[src/rtl/traffic_light_ctrl_if.sv]
// Signal bundle between the traffic-light sequencer and its environment.
// master: the environment (drives tick and the pedestrian button, reads lamps).
// slave:  the sequencer itself.
interface traffic_light_ctrl_if #(
    parameter int CW = 8
);
    logic          tick;
    logic          ped_req;
    logic [2:0]    ns_light;
    logic [2:0]    ew_light;
    logic          walk;
    logic [2:0]    phase;
    logic [CW-1:0] remaining;
    logic          ped_pending;

    modport master (
        output tick, ped_req,
        input  ns_light, ew_light, walk, phase, remaining, ped_pending
    );

    modport slave (
        input  tick, ped_req,
        output ns_light, ew_light, walk, phase, remaining, ped_pending
    );
endinterface

[src/rtl/traffic_light_ctrl.sv]
// Two-road traffic-light sequencer with a latched pedestrian-walk request.
// The slow divided tick is sampled as data on clk and rising-edge detected;
// each phase lasts exactly T_x tick edges. Lamps are registered Moore outputs.
module traffic_light_ctrl #(
    parameter int CW       = 8,
    parameter int T_GREEN  = 20,
    parameter int T_YELLOW = 3,
    parameter int T_ALLRED = 1,
    parameter int T_WALK   = 10
) (
    input  logic                  clk,
    input  logic                  reset,
    traffic_light_ctrl_if.slave   bus
);

    typedef enum logic [2:0] {
        NS_GREEN  = 3'd0,
        NS_YELLOW = 3'd1,
        ALL_RED_A = 3'd2,
        EW_GREEN  = 3'd3,
        EW_YELLOW = 3'd4,
        ALL_RED_B = 3'd5,
        WALK_A    = 3'd6,
        WALK_B    = 3'd7
    } phase_t;

    localparam logic [2:0] LAMP_RED    = 3'b100;
    localparam logic [2:0] LAMP_YELLOW = 3'b010;
    localparam logic [2:0] LAMP_GREEN  = 3'b001;

    phase_t        state, state_nxt;
    logic [CW-1:0] rem, rem_nxt;
    logic          tick_q;
    logic          tick_rise;
    logic          ped_q, ped_nxt;
    logic          in_walk, enter_walk;
    logic [2:0]    ns_q, ew_q, ns_nxt, ew_nxt;
    logic          walk_q, walk_nxt;

    // Countdown reload value for the phase being entered.
    function automatic logic [CW-1:0] load_of(input phase_t p);
        case (p)
            NS_GREEN, EW_GREEN:   load_of = CW'(T_GREEN - 1);
            NS_YELLOW, EW_YELLOW: load_of = CW'(T_YELLOW - 1);
            ALL_RED_A, ALL_RED_B: load_of = CW'(T_ALLRED - 1);
            default:              load_of = CW'(T_WALK - 1);
        endcase
    endfunction

    assign tick_rise = bus.tick & ~tick_q;

    // Next phase, countdown and pedestrian latch from the current state.
    always_comb begin
        state_nxt = state;
        rem_nxt   = rem;
        if (tick_rise) begin
            if (rem == '0) begin
                case (state)
                    NS_GREEN:  state_nxt = NS_YELLOW;
                    NS_YELLOW: state_nxt = ALL_RED_A;
                    ALL_RED_A: state_nxt = ped_q ? WALK_A : EW_GREEN;
                    EW_GREEN:  state_nxt = EW_YELLOW;
                    EW_YELLOW: state_nxt = ALL_RED_B;
                    ALL_RED_B: state_nxt = ped_q ? WALK_B : NS_GREEN;
                    WALK_A:    state_nxt = EW_GREEN;
                    default:   state_nxt = NS_GREEN;
                endcase
                rem_nxt = load_of(state_nxt);
            end else begin
                rem_nxt = rem - CW'(1);
            end
        end

        in_walk    = (state == WALK_A) || (state == WALK_B);
        enter_walk = ((state_nxt == WALK_A) || (state_nxt == WALK_B)) && !in_walk;
        // Clearing on walk entry takes priority over a button press that cycle.
        ped_nxt    = enter_walk ? 1'b0 : (ped_q | (bus.ped_req & ~in_walk));
    end

    // Lamp decode of the next phase so the registered lamps track the phase register.
    always_comb begin
        ns_nxt   = LAMP_RED;
        ew_nxt   = LAMP_RED;
        walk_nxt = 1'b0;
        case (state_nxt)
            NS_GREEN:       ns_nxt   = LAMP_GREEN;
            NS_YELLOW:      ns_nxt   = LAMP_YELLOW;
            EW_GREEN:       ew_nxt   = LAMP_GREEN;
            EW_YELLOW:      ew_nxt   = LAMP_YELLOW;
            WALK_A, WALK_B: walk_nxt = 1'b1;
            default:        ;
        endcase
    end

    // State register: reset aborts any phase straight into all-red clearance.
    always_ff @(posedge clk) begin
        if (reset) begin
            state  <= ALL_RED_B;
            rem    <= CW'(T_ALLRED - 1);
            tick_q <= 1'b0;
            ped_q  <= 1'b0;
            ns_q   <= LAMP_RED;
            ew_q   <= LAMP_RED;
            walk_q <= 1'b0;
        end else begin
            state  <= state_nxt;
            rem    <= rem_nxt;
            tick_q <= bus.tick;
            ped_q  <= ped_nxt;
            ns_q   <= ns_nxt;
            ew_q   <= ew_nxt;
            walk_q <= walk_nxt;
        end
    end

    assign bus.phase       = state;
    assign bus.remaining   = rem;
    assign bus.ped_pending = ped_q;
    assign bus.ns_light    = ns_q;
    assign bus.ew_light    = ew_q;
    assign bus.walk        = walk_q;

endmodule

[src/flat_wrapper.sv]
// flat-port wrapper written by rule: the top's interface ports become plain ports
module traffic_light_ctrl_flat 
#(
    parameter int CW       = 8,
    parameter int T_GREEN  = 20,
    parameter int T_YELLOW = 3,
    parameter int T_ALLRED = 1,
    parameter int T_WALK   = 10
)
  (clk, reset, bus_tick, bus_ped_req, bus_ns_light, bus_ew_light, bus_walk, bus_phase, bus_remaining, bus_ped_pending);
  traffic_light_ctrl_if #(.CW(CW)) bus_i ();
  input  logic clk;
  input  logic reset;
  input wire logic [$bits(bus_i.tick)-1:0] bus_tick;
  input wire logic [$bits(bus_i.ped_req)-1:0] bus_ped_req;
  output wire logic [$bits(bus_i.ns_light)-1:0] bus_ns_light;
  output wire logic [$bits(bus_i.ew_light)-1:0] bus_ew_light;
  output wire logic [$bits(bus_i.walk)-1:0] bus_walk;
  output wire logic [$bits(bus_i.phase)-1:0] bus_phase;
  output wire logic [$bits(bus_i.remaining)-1:0] bus_remaining;
  output wire logic [$bits(bus_i.ped_pending)-1:0] bus_ped_pending;
  assign bus_i.tick = bus_tick;
  assign bus_i.ped_req = bus_ped_req;
  assign bus_ns_light = bus_i.ns_light;
  assign bus_ew_light = bus_i.ew_light;
  assign bus_walk = bus_i.walk;
  assign bus_phase = bus_i.phase;
  assign bus_remaining = bus_i.remaining;
  assign bus_ped_pending = bus_i.ped_pending;
  traffic_light_ctrl #(.CW(CW), .T_GREEN(T_GREEN), .T_YELLOW(T_YELLOW), .T_ALLRED(T_ALLRED), .T_WALK(T_WALK)) u_core (.clk(clk), .reset(reset), .bus(bus_i));
endmodule
[config.mk]
export PLATFORM = sky130hd
export DESIGN_NAME = traffic_light_ctrl_flat
export DESIGN_NICKNAME = d
export VERILOG_FILES = /design/src/rtl/traffic_light_ctrl_if.sv /design/src/rtl/traffic_light_ctrl.sv /design/src/flat_wrapper.sv
export SDC_FILE = /design/constraint.sdc
export NUM_CORES = 1
export LEC_CHECK = 0
export ABC_AREA = 1
export ABC_CLOCK_PERIOD_IN_PS = 1700
export BUFFER_PORTS_ARGS = -buffer_cell sky130_fd_sc_hd__buf_4
export CAP_MARGIN = 0
export CORE_MARGIN = 4
export CORE_UTILIZATION = 45
export CTS_BUF_LIST = sky130_fd_sc_hd__clkbuf_4
export DETAILED_ROUTE_END_ITERATION = 16
export GPL_ROUTABILITY_DRIVEN = 0
export HOLD_SLACK_MARGIN = 0.15
export PLACE_DENSITY_LB_ADDON = 0.2
export SLEW_MARGIN = 20
export SYNTH_ARGS = -nofsm -noshare
export SYNTH_HDL_FRONTEND = slang
export SYNTH_SLANG_ARGS = --single-unit
[constraint.sdc]
create_clock -name clk -period 1.7 [get_ports clk]
set_clock_uncertainty 0.2 [all_clocks]
set_input_delay 0.085 -clock clk [delete_from_list [all_inputs] [get_ports clk]]
set_output_delay 0.085 -clock clk [all_outputs]
set_load 0.1 [all_outputs]
==> flow_metrics.py, run 1 <==
metrics = {
    "outcome": {
        "status": "completed",
    },
    "detailed_routing": {
        "ant_nets": 0,
        "totalWireLength_um": 2542,
        "routedWlPerCell_um": 12.22,
        "vias_per_cell": 4.904,
        "via_count": 1020,
        "drtIter0Drc": 29,
        "drt-pass1-iter-count": 4,
        "drc": 0,
    },
    "yosys": {
        "synthTopCellsByCount": "nand2_1, dfxtp_1, inv_1, nor2_1, nand3_1",
        "async_flop_share": 0,
        "yosysTopAreaCell": "dfxtp_1",
        "synth_compound_area_frac": 0.07720,
        "syn_area_mm2": 0.001054,
        "yosysTopAreaCellShare": 0.3800,
        "syn_nets": 153,
        "synth-edff-count": 0,
        "yosys-top-cells-area": "dfxtp_1, nand2_1, inv_1, nor2_1, nand3_1",
        "synth_most_common_cell": "nand2_1",
        "ys_seq_area_frac": 0.3800,
        "synth_seq_cells": 20,
        "ys_warn_count": 0,
        "yosys.area_share.adder": 0.02375,
        "netlist_instances": 147,
        "synth_top_family_by_area": "simple AND/OR/NAND/NOR gates",
        "ys.flop_type": "dfxtp_1",
        "ys_types": 24,
        "avgSynthCellArea_um2": 7.167,
        "synth.area.mux_share": 0,
        "synth_xor_area_frac": 0.01663,
        "synthSimpleGateAreaFrac": 0.4121,
    },
    "global_route": {
        "grt_start_max_net_pins": 13,
        "grt_pass1_vias": 931,
        "grt_overflow": 0,
        "antenna_found_initial": 0,
        "grt_use_total": 0.1631,
        "grt_pass1_wl_um": 4112,
    },
    "clocking": {
        "cts_buffer_depth": 2,
        "root_buffer": "clkbuf_4",
        "cts_tree": "built",
        "cts_buffers": 3,
        "insertion_delay_ns": 0.31,
        "clkTransAtPathRegs_ns": 0.12,
        "cts_sinks": 20,
        "htreeDepth": 1,
    },
    "sta": {
        "relSlewSlack": 0.7526,
        "worst_pin_slew_ns": 0.3672,
        "finalSetupViolations": 0,
        "fmax_mhz": 608.4,
        "finalCritPeriodShare": 0.9668,
        "layout_min_cycle_time_ns": 1.644,
        "finalMaxSlewViolations": 0,
        "hold_viol_final": 0,
    },
    "floorplanning": {
        "die_x_um": 56.39,
        "fp.dieH_um": 56.39,
        "rows": 17,
        "dieArea_mm2": 0.003179,
        "core-area_mm2": 0.002212,
        "ioPinCount": 23,
        "initial_core_util": 0.4762,
    },
    "power_and_ir_drop": {
        "p_per_area_mw_per_mm2": 1595,
        "vdd_drop_max_uv": 833.5,
        "p_leak_nw": 0.6949,
    },
    "final_layout": {
        "drive_gt1_frac": 0.4111,
        "nFillCells": 189,
        "insertedDiodeCount": 0,
        "area_delta_synth_final_pct": 41.09,
        "nNetsFinal": 187,
        "fin_util": 0.6719,
        "final_cells": 208,
    },
    "worst_setup_path": {
        "crit_start": "u_core.bus.remaining[1]",
        "reg2reg_depth": 9,
        "rr_startpoint": "u_core.bus.remaining[1]",
        "path_max_fanout": 6,
        "path_class": "flop to flop",
        "r2r-end": "u_core.bus.remaining[4]",
        "cp-end-kind": "flop",
        "arrival_ns": 1.68,
        "setup.worst_path.end": "u_core.bus.remaining[4]",
        "r2r_slack_ns": 0.06,
        "cp-start-kind": "flop",
        "crit_required_ns": 1.74,
    },
    "hold_path": {
        "hold_path_class": "flop to flop",
    },
    "run": {
        "drv_cap": 0,
    },
    "place": {
        "io_buffers": 22,
        "dp.cells": 198,
        "dp_hpwl_um": 1761,
    },
}
-- worst max-delay path, cell delays in order, from the launching register on --
cell     delay (ns)
dfxtp_4        0.38
inv_2          0.05
ha_4           0.15
nand2_2        0.08
nor2_4         0.04
buf_6          0.12
buf_6          0.12
a21oi_1        0.15
nand3_1        0.12
a21oi_1        0.17
-- final cells by class --
cell class,instances,area [um^2],area share
multi-input combinational,105,624.3,0.4200
sequential,20,442.9,0.2980
timing repair buffer,31,251.5,0.1692
inverter,20,80.08,0.05387
tap,28,35.03,0.02357
clock inverter,1,30.03,0.02020
clock buffer,3,22.52,0.01515
-- placed cells by master (no fill, tap or decap), types with 3 or more instances in the layout --
cell           count
inv_1             16
dlygate4sd3_1      3
o21ai_0            6
a21oi_1            6
nor2_4             4
nand3_1            9
nand2_1           33
nor2_1            17
buf_6              3
nand3_2            4
dfxtp_4           11
clkbuf_4           3
buf_4             25
dfxtp_1            8
nand2_2            6
-- metal layers --
layer	up-vias	routed length (um)	global-route usage
met1	452	1074	0.1938
met4	0	32	0.05085
met3	5	160	0.04828
li1	529	-	-
met5	-	0	0
met2	34	1274	0.2805
-- worst min path at each step --
stage	cells after the start	to	slack (ns)	start
6_report	2	u_core.bus.remaining[6]	0.31	u_core.bus.remaining[6]
5_1_grt	2	u_core.bus.remaining[6]	0.34	u_core.bus.remaining[6]
4_1_cts	2	u_core.bus.remaining[6]	0.31	u_core.bus.remaining[6]
3_5_place_dp	3	u_core.tick_q	0.11	bus_tick
3_3_place_gp	3	u_core.tick_q	0.1	bus_tick
2_1_floorplan	1	u_core.bus.remaining[4]	-0.06	reset
-- metrics by stage --
stage | hold slack, ns | total power, W | area [um^2] | worst slack (ns) | TNS (ns)
finish | 0.3108 | 0.002371 | 1486 | 0.05644 | 0
global route | 0.3433 | 0.002497 | 1486 | -0.02099 | -0.02285
CTS | 0.3146 | 0.002296 | 1434 | 0.01765 | 0
detailed placement | 0.1083 | 0.001862 | 1336 | 0.01223 | 0
global placement | 0.09849 | 0.001845 | 1336 | 0.06165 | 0
floorplan | -0.05564 | 0.001658 | 1134 | 0.003955 | 0
-- registers in the layout, indices dropped and copies added (netlist names) --
register,cells
u_core.bus.ped_pending,1
u_core.bus.ns_light,3
u_core.bus.walk,1
u_core.bus.remaining,8
u_core.bus.ew_light,3
u_core.tick_q,1
u_core.bus.phase,3
-- logic make-up after synthesis --
kind of cell / Yosys count
flip-flops: 20
AND/OR/NAND/NOR: 86
adder cells (fa/ha/maj): 2
buffers and inverters: 22
AO/OA/AOI/OAI: 15
XOR/XNOR: 2
-- where the power goes --
part	internal, W	switching (W)
registers	0.000558	0.0000751
logic	0.000368	0.000977
clock network	0.000239	0.000155
total	0.00116	0.00121
-- timing repair --
action / 4_1_cts / 5_1_grt
hold buffers: 3 / 0
endpoints found under the hold margin: 19 / 0
setup endpoints to repair: 1 / 7
pin swaps: 1 / 3
buffers inserted: 2 / 1
resized for setup: 0 / 11
gates cloned: 0 / 0
Note: power is estimated with default switching activity, not from simulation.
==> run 2: changes to the inputs <==
--- a/config.mk
+++ b/config.mk
@@ -15,7 +15,7 @@
 export DETAILED_ROUTE_END_ITERATION = 16
 export GPL_ROUTABILITY_DRIVEN = 0
 export HOLD_SLACK_MARGIN = 0.15
-export PLACE_DENSITY_LB_ADDON = 0.2
+export PLACE_DENSITY = 0.77
 export SLEW_MARGIN = 20
 export SYNTH_ARGS = -nofsm -noshare
 export SYNTH_HDL_FRONTEND = slang
==> flow_metrics.py, run 2 (synthesis results as in run 1) <==
metrics = {
    "sta": {
        "finalCritPeriodShare": 1.001,
        "relSlewSlack": 0.6963,
        "rsz0062_at_grt": "yes",
        "finalSetupViolations": 1,
        "hold_viol_final": 0,
        "finalMaxSlewViolations": 0,
        "worst_pin_slew_ns": 0.4508,
        "layout_min_cycle_time_ns": 1.702,
        "setup_ws_ns": -0.001938,
        "fmax_mhz": 587.6,
        "holdWs_ns": 0.3237,
    },
    "final_layout": {
        "fin_util": 0.7036,
        "largest_reg_flops": 8,
        "area_delta_synth_final_pct": 47.74,
        "insertedDiodeCount": 0,
        "drive_gt1_frac": 0.4402,
        "final_common_cell": "nand2_1",
        "nFillCells": 175,
        "layout_common_cells": "nand2_1, buf_4, nor2_1",
        "nNetsFinal": 191,
    },
    "worst_setup_path": {
        "r2r-end": "u_core.bus.ew_light[2]",
        "crit_required_ns": 1.71,
        "setup.worst_path.end": "u_core.bus.ew_light[2]",
        "path_delay_family": "simple AND/OR/NAND/NOR gates",
        "crit_start": "u_core.bus.remaining[1]",
        "crit_chain": "inv_4 -> ha_4 -> nand2_4 -> nor2_4 -> buf_6 -> nand3_4 -> nand2_4 -> nand2_4 -> nor2_4 -> nor2_2",
        "rr_startpoint": "u_core.bus.remaining[1]",
        "worst_path_largest_cell_delay_ns": 0.38,
        "path_max_fanout": 5,
        "cp-end-kind": "flop",
        "slowest_stage": "dfxtp_4",
        "reg2reg_depth": 10,
        "r2r_slack_ns": -0.002,
        "critPathBufInv": 2,
        "path_class": "flop to flop",
        "arrival_ns": 1.71,
        "cp.depth": 10,
        "cp-start-kind": "flop",
        "cpMostUsedCell": "nand2_4",
    },
    "floorplanning": {
        "ioPinCount": 23,
        "initial_core_util": 0.4762,
        "rows": 17,
        "fp.dieH_um": 56.39,
        "die_x_um": 56.39,
        "core-area_mm2": 0.002212,
        "dieArea_mm2": 0.003179,
    },
    "detailed_routing": {
        "routedWlPerCell_um": 12.34,
        "drtIter0Drc": 30,
        "wl_met3_um": 164,
        "drt-pass1-iter-count": 4,
        "via_count": 1067,
        "highest_layer": "met4",
        "ant_nets": 0,
        "totalWireLength_um": 2617,
        "wl_met2_um": 1330,
        "vias_per_cell": 5.033,
        "drc": 0,
        "wl_met1_um": 1107,
    },
    "global_route": {
        "grt_pass1_vias": 948,
        "grt_start_max_net_pins": 13,
        "antenna_found_initial": 0,
        "grt_pass1_wl_um": 4133,
        "grt_use_total": 0.1590,
        "grt_overflow": 0,
    },
    "power_and_ir_drop": {
        "p_per_area_mw_per_mm2": 1579,
        "vdd_drop_max_uv": 936.6,
        "p_leak_nw": 0.7263,
    },
    "place": {
        "dpl_worst_slack_ns": 0.04542,
        "io_buffers": 22,
        "dp_hpwl_um": 1816,
    },
    "run": {
        "drv_cap": 0,
    },
    "hold_path": {
        "hold_path_class": "input port to flop",
        "holdPathStages": 3,
    },
    "clocking": {
        "htreeDepth": 1,
        "root_buffer": "clkbuf_4",
        "cts_sinks": 20,
        "insertion_delay_ns": 0.31,
        "cts_tree": "built",
        "clkTransAtPathRegs_ns": 0.12,
        "cts_buffer_depth": 2,
        "cts_buffers": 3,
    },
    "outcome": {
        "status": "finished with violations",
        "violations": "setup timing",
    },
}
run 2: how the worst min path moves through the flow:
stage             start                 endpoint
3_3_place_gp   bus_tick            u_core.tick_q
4_1_cts        bus_tick  u_core.bus.remaining[1]
2_1_floorplan     reset  u_core.bus.remaining[4]
6_report          reset  u_core.bus.remaining[4]
5_1_grt           reset  u_core.bus.remaining[4]
3_5_place_dp      reset  u_core.bus.remaining[4]
run 2: where the power goes:
group	total (W)	switching, W	internal, W	leakage [nW]
Combinational	0.00143	0.00101	0.000417	0.528
Clock	0.000394	0.000156	0.000238	0.0279
Sequential	0.000632	0.0000742	0.000558	0.170
run 2: metal layers:
metal,vias to the layer above,track usage
met5,-,0
met4,0,0.04068
met3,2,0.02989
met2,41,0.2738
met1,484,0.2025
li1,540,-
run 2: through the flow:
stage	total power, W	area (um^2)	setup TNS [ns]	instances
final	0.002457	1556	-0.001938	212
after global routing	0.002582	1556	-0.2257	212
after CTS	0.002277	1429	0	206
after detailed placement	0.001878	1336	0	198
after global placement	0.001860	1336	0	198
after floorplan	0.001658	1134	0	147
run 2: repair_timing:
item / in CTS / in global routing
setup buffers: 0 / 5
hold buffers: 4 / 1
gates resized for setup: 0 / 19
endpoints found under the hold margin: 17 / 3
endpoints found under the setup margin: 0 / 7
run 2: final cells by class:
| cell class | instances | area [um^2] | share of cell area |
|---|---|---|---|
| Clock buffer | 3 | 22.52 | 0.01447 |
| Clock inverter | 1 | 30.03 | 0.01929 |
| Inverter | 20 | 82.58 | 0.05305 |
| Multi-Input combinational cell | 105 | 660.6 | 0.4244 |
| Sequential cell | 20 | 442.9 | 0.2846 |
| Tap cell | 28 | 35.03 | 0.02251 |
| Timing Repair Buffer | 35 | 282.8 | 0.1817 |
run 2: worst register-to-register path, cell delays in order, from the launching register on:
cell	delay [ns]
dfxtp_4	0.38
inv_4	0.06
ha_4	0.14
nand2_4	0.06
nor2_4	0.20
buf_6	0.15
nand3_4	0.09
nand2_4	0.12
nand2_4	0.06
nor2_4	0.10
nor2_2	0.05
==> run 3: changes to the inputs <==
==> constraint.sdc (replaced) <==
create_clock -name clk -period 1.7 [get_ports clk]
set_clock_uncertainty 0.2 [all_clocks]
set_input_delay 0.255 -clock clk [delete_from_list [all_inputs] [get_ports clk]]
set_output_delay 0.255 -clock clk [all_outputs]
set_load 0.1 [all_outputs]
==> flow_metrics.py, run 3 (synthesis results as in run 1) <==
metrics = {
    "sta": {
        "worst_pin_slew_ns": 0.4934,
        "relSlewSlack": 0.6676,
        "finalCritPeriodShare": 1.000,
        "fin_tns_setup_ns": -0.0004317,
        "rsz0062_at_grt": "yes",
        "finalMaxSlewViolations": 0,
        "hold_viol_final": 0,
        "layout_min_cycle_time_ns": 1.700,
        "holdWs_ns": 0.2062,
        "setup_ws_ns": -0.0004317,
        "fmax_mhz": 588.1,
        "finalSetupViolations": 1,
    },
    "global_route": {
        "antenna_found_initial": 0,
        "grt_overflow": 0,
        "grt_pass1_vias": 991,
        "grt_pass1_wl_um": 4388,
        "grt_start_max_net_pins": 13,
        "grt_use_total": 0.1705,
    },
    "worst_setup_path": {
        "arrival_ns": 1.75,
        "r2r_slack_ns": -0.0004,
        "path_class": "flop to flop",
        "cp-end-kind": "flop",
        "crit_required_ns": 1.75,
        "r2r-end": "u_core.bus.ns_light[1]",
        "rr_startpoint": "u_core.bus.remaining[0]",
        "crit_start": "u_core.bus.remaining[0]",
        "path_max_fanout": 5,
        "reg2reg_depth": 10,
        "cp-start-kind": "flop",
    },
    "detailed_routing": {
        "drc": 0,
        "routedWlPerCell_um": 12.24,
        "drt-pass1-iter-count": 4,
        "ant_nets": 0,
        "totalWireLength_um": 2643,
        "drtIter0Drc": 16,
        "vias_per_cell": 4.963,
        "via_count": 1072,
    },
    "clocking": {
        "htreeDepth": 1,
        "insertion_delay_ns": 0.31,
        "cts_tree": "built",
        "cts_buffer_depth": 2,
        "root_buffer": "clkbuf_4",
        "cts_sinks": 20,
        "clkTransAtPathRegs_ns": 0.12,
        "cts_buffers": 3,
    },
    "outcome": {
        "status": "finished with violations",
        "violations": "setup timing",
    },
    "floorplanning": {
        "ioPinCount": 23,
        "fp.dieH_um": 56.39,
        "initial_core_util": 0.4762,
        "core-area_mm2": 0.002212,
        "die_x_um": 56.39,
        "dieArea_mm2": 0.003179,
        "rows": 17,
    },
    "power_and_ir_drop": {
        "p_per_area_mw_per_mm2": 1571,
        "power.total_w": 0.002502,
        "vdd_drop_max_uv": 1066,
        "p_leak_nw": 0.7532,
    },
    "place": {
        "io_buffers": 22,
        "dp_hpwl_um": 1826,
        "dpl_worst_slack_ns": 0.01225,
    },
    "final_layout": {
        "area_delta_synth_final_pct": 51.19,
        "nFillCells": 183,
        "fin_util": 0.7200,
        "final_common_cell": "buf_4",
        "insertedDiodeCount": 0,
        "drive_gt1_frac": 0.4734,
        "nNetsFinal": 195,
        "largest_reg_flops": 8,
        "layout_common_cells": "buf_4, nand2_1, inv_1, nor2_1, dfxtp_4",
    },
    "hold_path": {
        "hold_path_class": "input port to flop",
        "holdPathStages": 5,
        "min_from": "bus_tick",
        "whs_endpoint": "u_core.bus.remaining[4]",
    },
    "run": {
        "drv_cap": 0,
    },
}
==> run 3: report_power, final <==
part | internal (W) | leakage [nW] | switching [W] | total (W)
Clock | 0.000239 | 0.0279 | 0.000156 | 0.000394
Combinational | 0.000448 | 0.555 | 0.00103 | 0.00148
Sequential | 0.000558 | 0.170 | 0.0000720 | 0.000630
==> run 3: worst max path at each step <==
stage	to	slack, ns	depth (start not counted)
final	u_core.bus.ns_light[1]	-0.0004	10
after global placement	u_core.bus.ew_light[2]	0.07	9
after detailed placement	u_core.bus.ew_light[2]	0.01	9
after CTS	u_core.bus.ew_light[2]	0.0005	10
after floorplan	u_core.bus.ew_light[2]	0.004	9
after global routing	u_core.bus.ns_light[1]	-0.07	10
==> run 3: per-stage QoR <==
stage          instances  area, um^2
6_report             216        1593
3_5_place_dp         199        1344
4_1_cts              211        1476
3_3_place_gp         199        1344
2_1_floorplan        147        1134
5_1_grt              216        1593
==> run 3: timing repair <==
item                       4_1_cts  5_1_grt
pin swaps                        4       11
gates resized for setup          3       20
hold endpoints to repair         6        0
hold buffers                     3        0
setup endpoints to repair        1        8
buffers inserted                 5        5
==> run 3: area by class of cell <==
class                           count  area (um^2)  area share
Clock buffer                        3        22.52     0.01414
Inverter                           20        80.08     0.05027
Sequential cell                    20        442.9      0.2781
Tap cell                           28        35.03     0.02200
Multi-Input combinational cell    105        670.6      0.4211
Timing Repair Buffer               39        311.5      0.1956
Clock inverter                      1        30.03     0.01885
==> run 3: routing by layer <==
layer / up-vias / GRT usage / wire (um)
met4: 0 / 0.06102 / 39
met3: 4 / 0.02299 / 90
met5: - / 0 / 0
li1: 544 / - / -
met1: 506 / 0.2042 / 1178
met2: 18 / 0.3072 / 1335
==> run 3: critical path, cell delays in order, from the launching register on <==
cell,delay (ns)
dfxtp_4,0.37
inv_4,0.07
ha_4,0.13
nand2_4,0.05
nor2_4,0.19
buf_6,0.16
nand3_4,0.09
nand2_4,0.10
buf_6,0.09
nand2_2,0.04
nor3_2,0.13
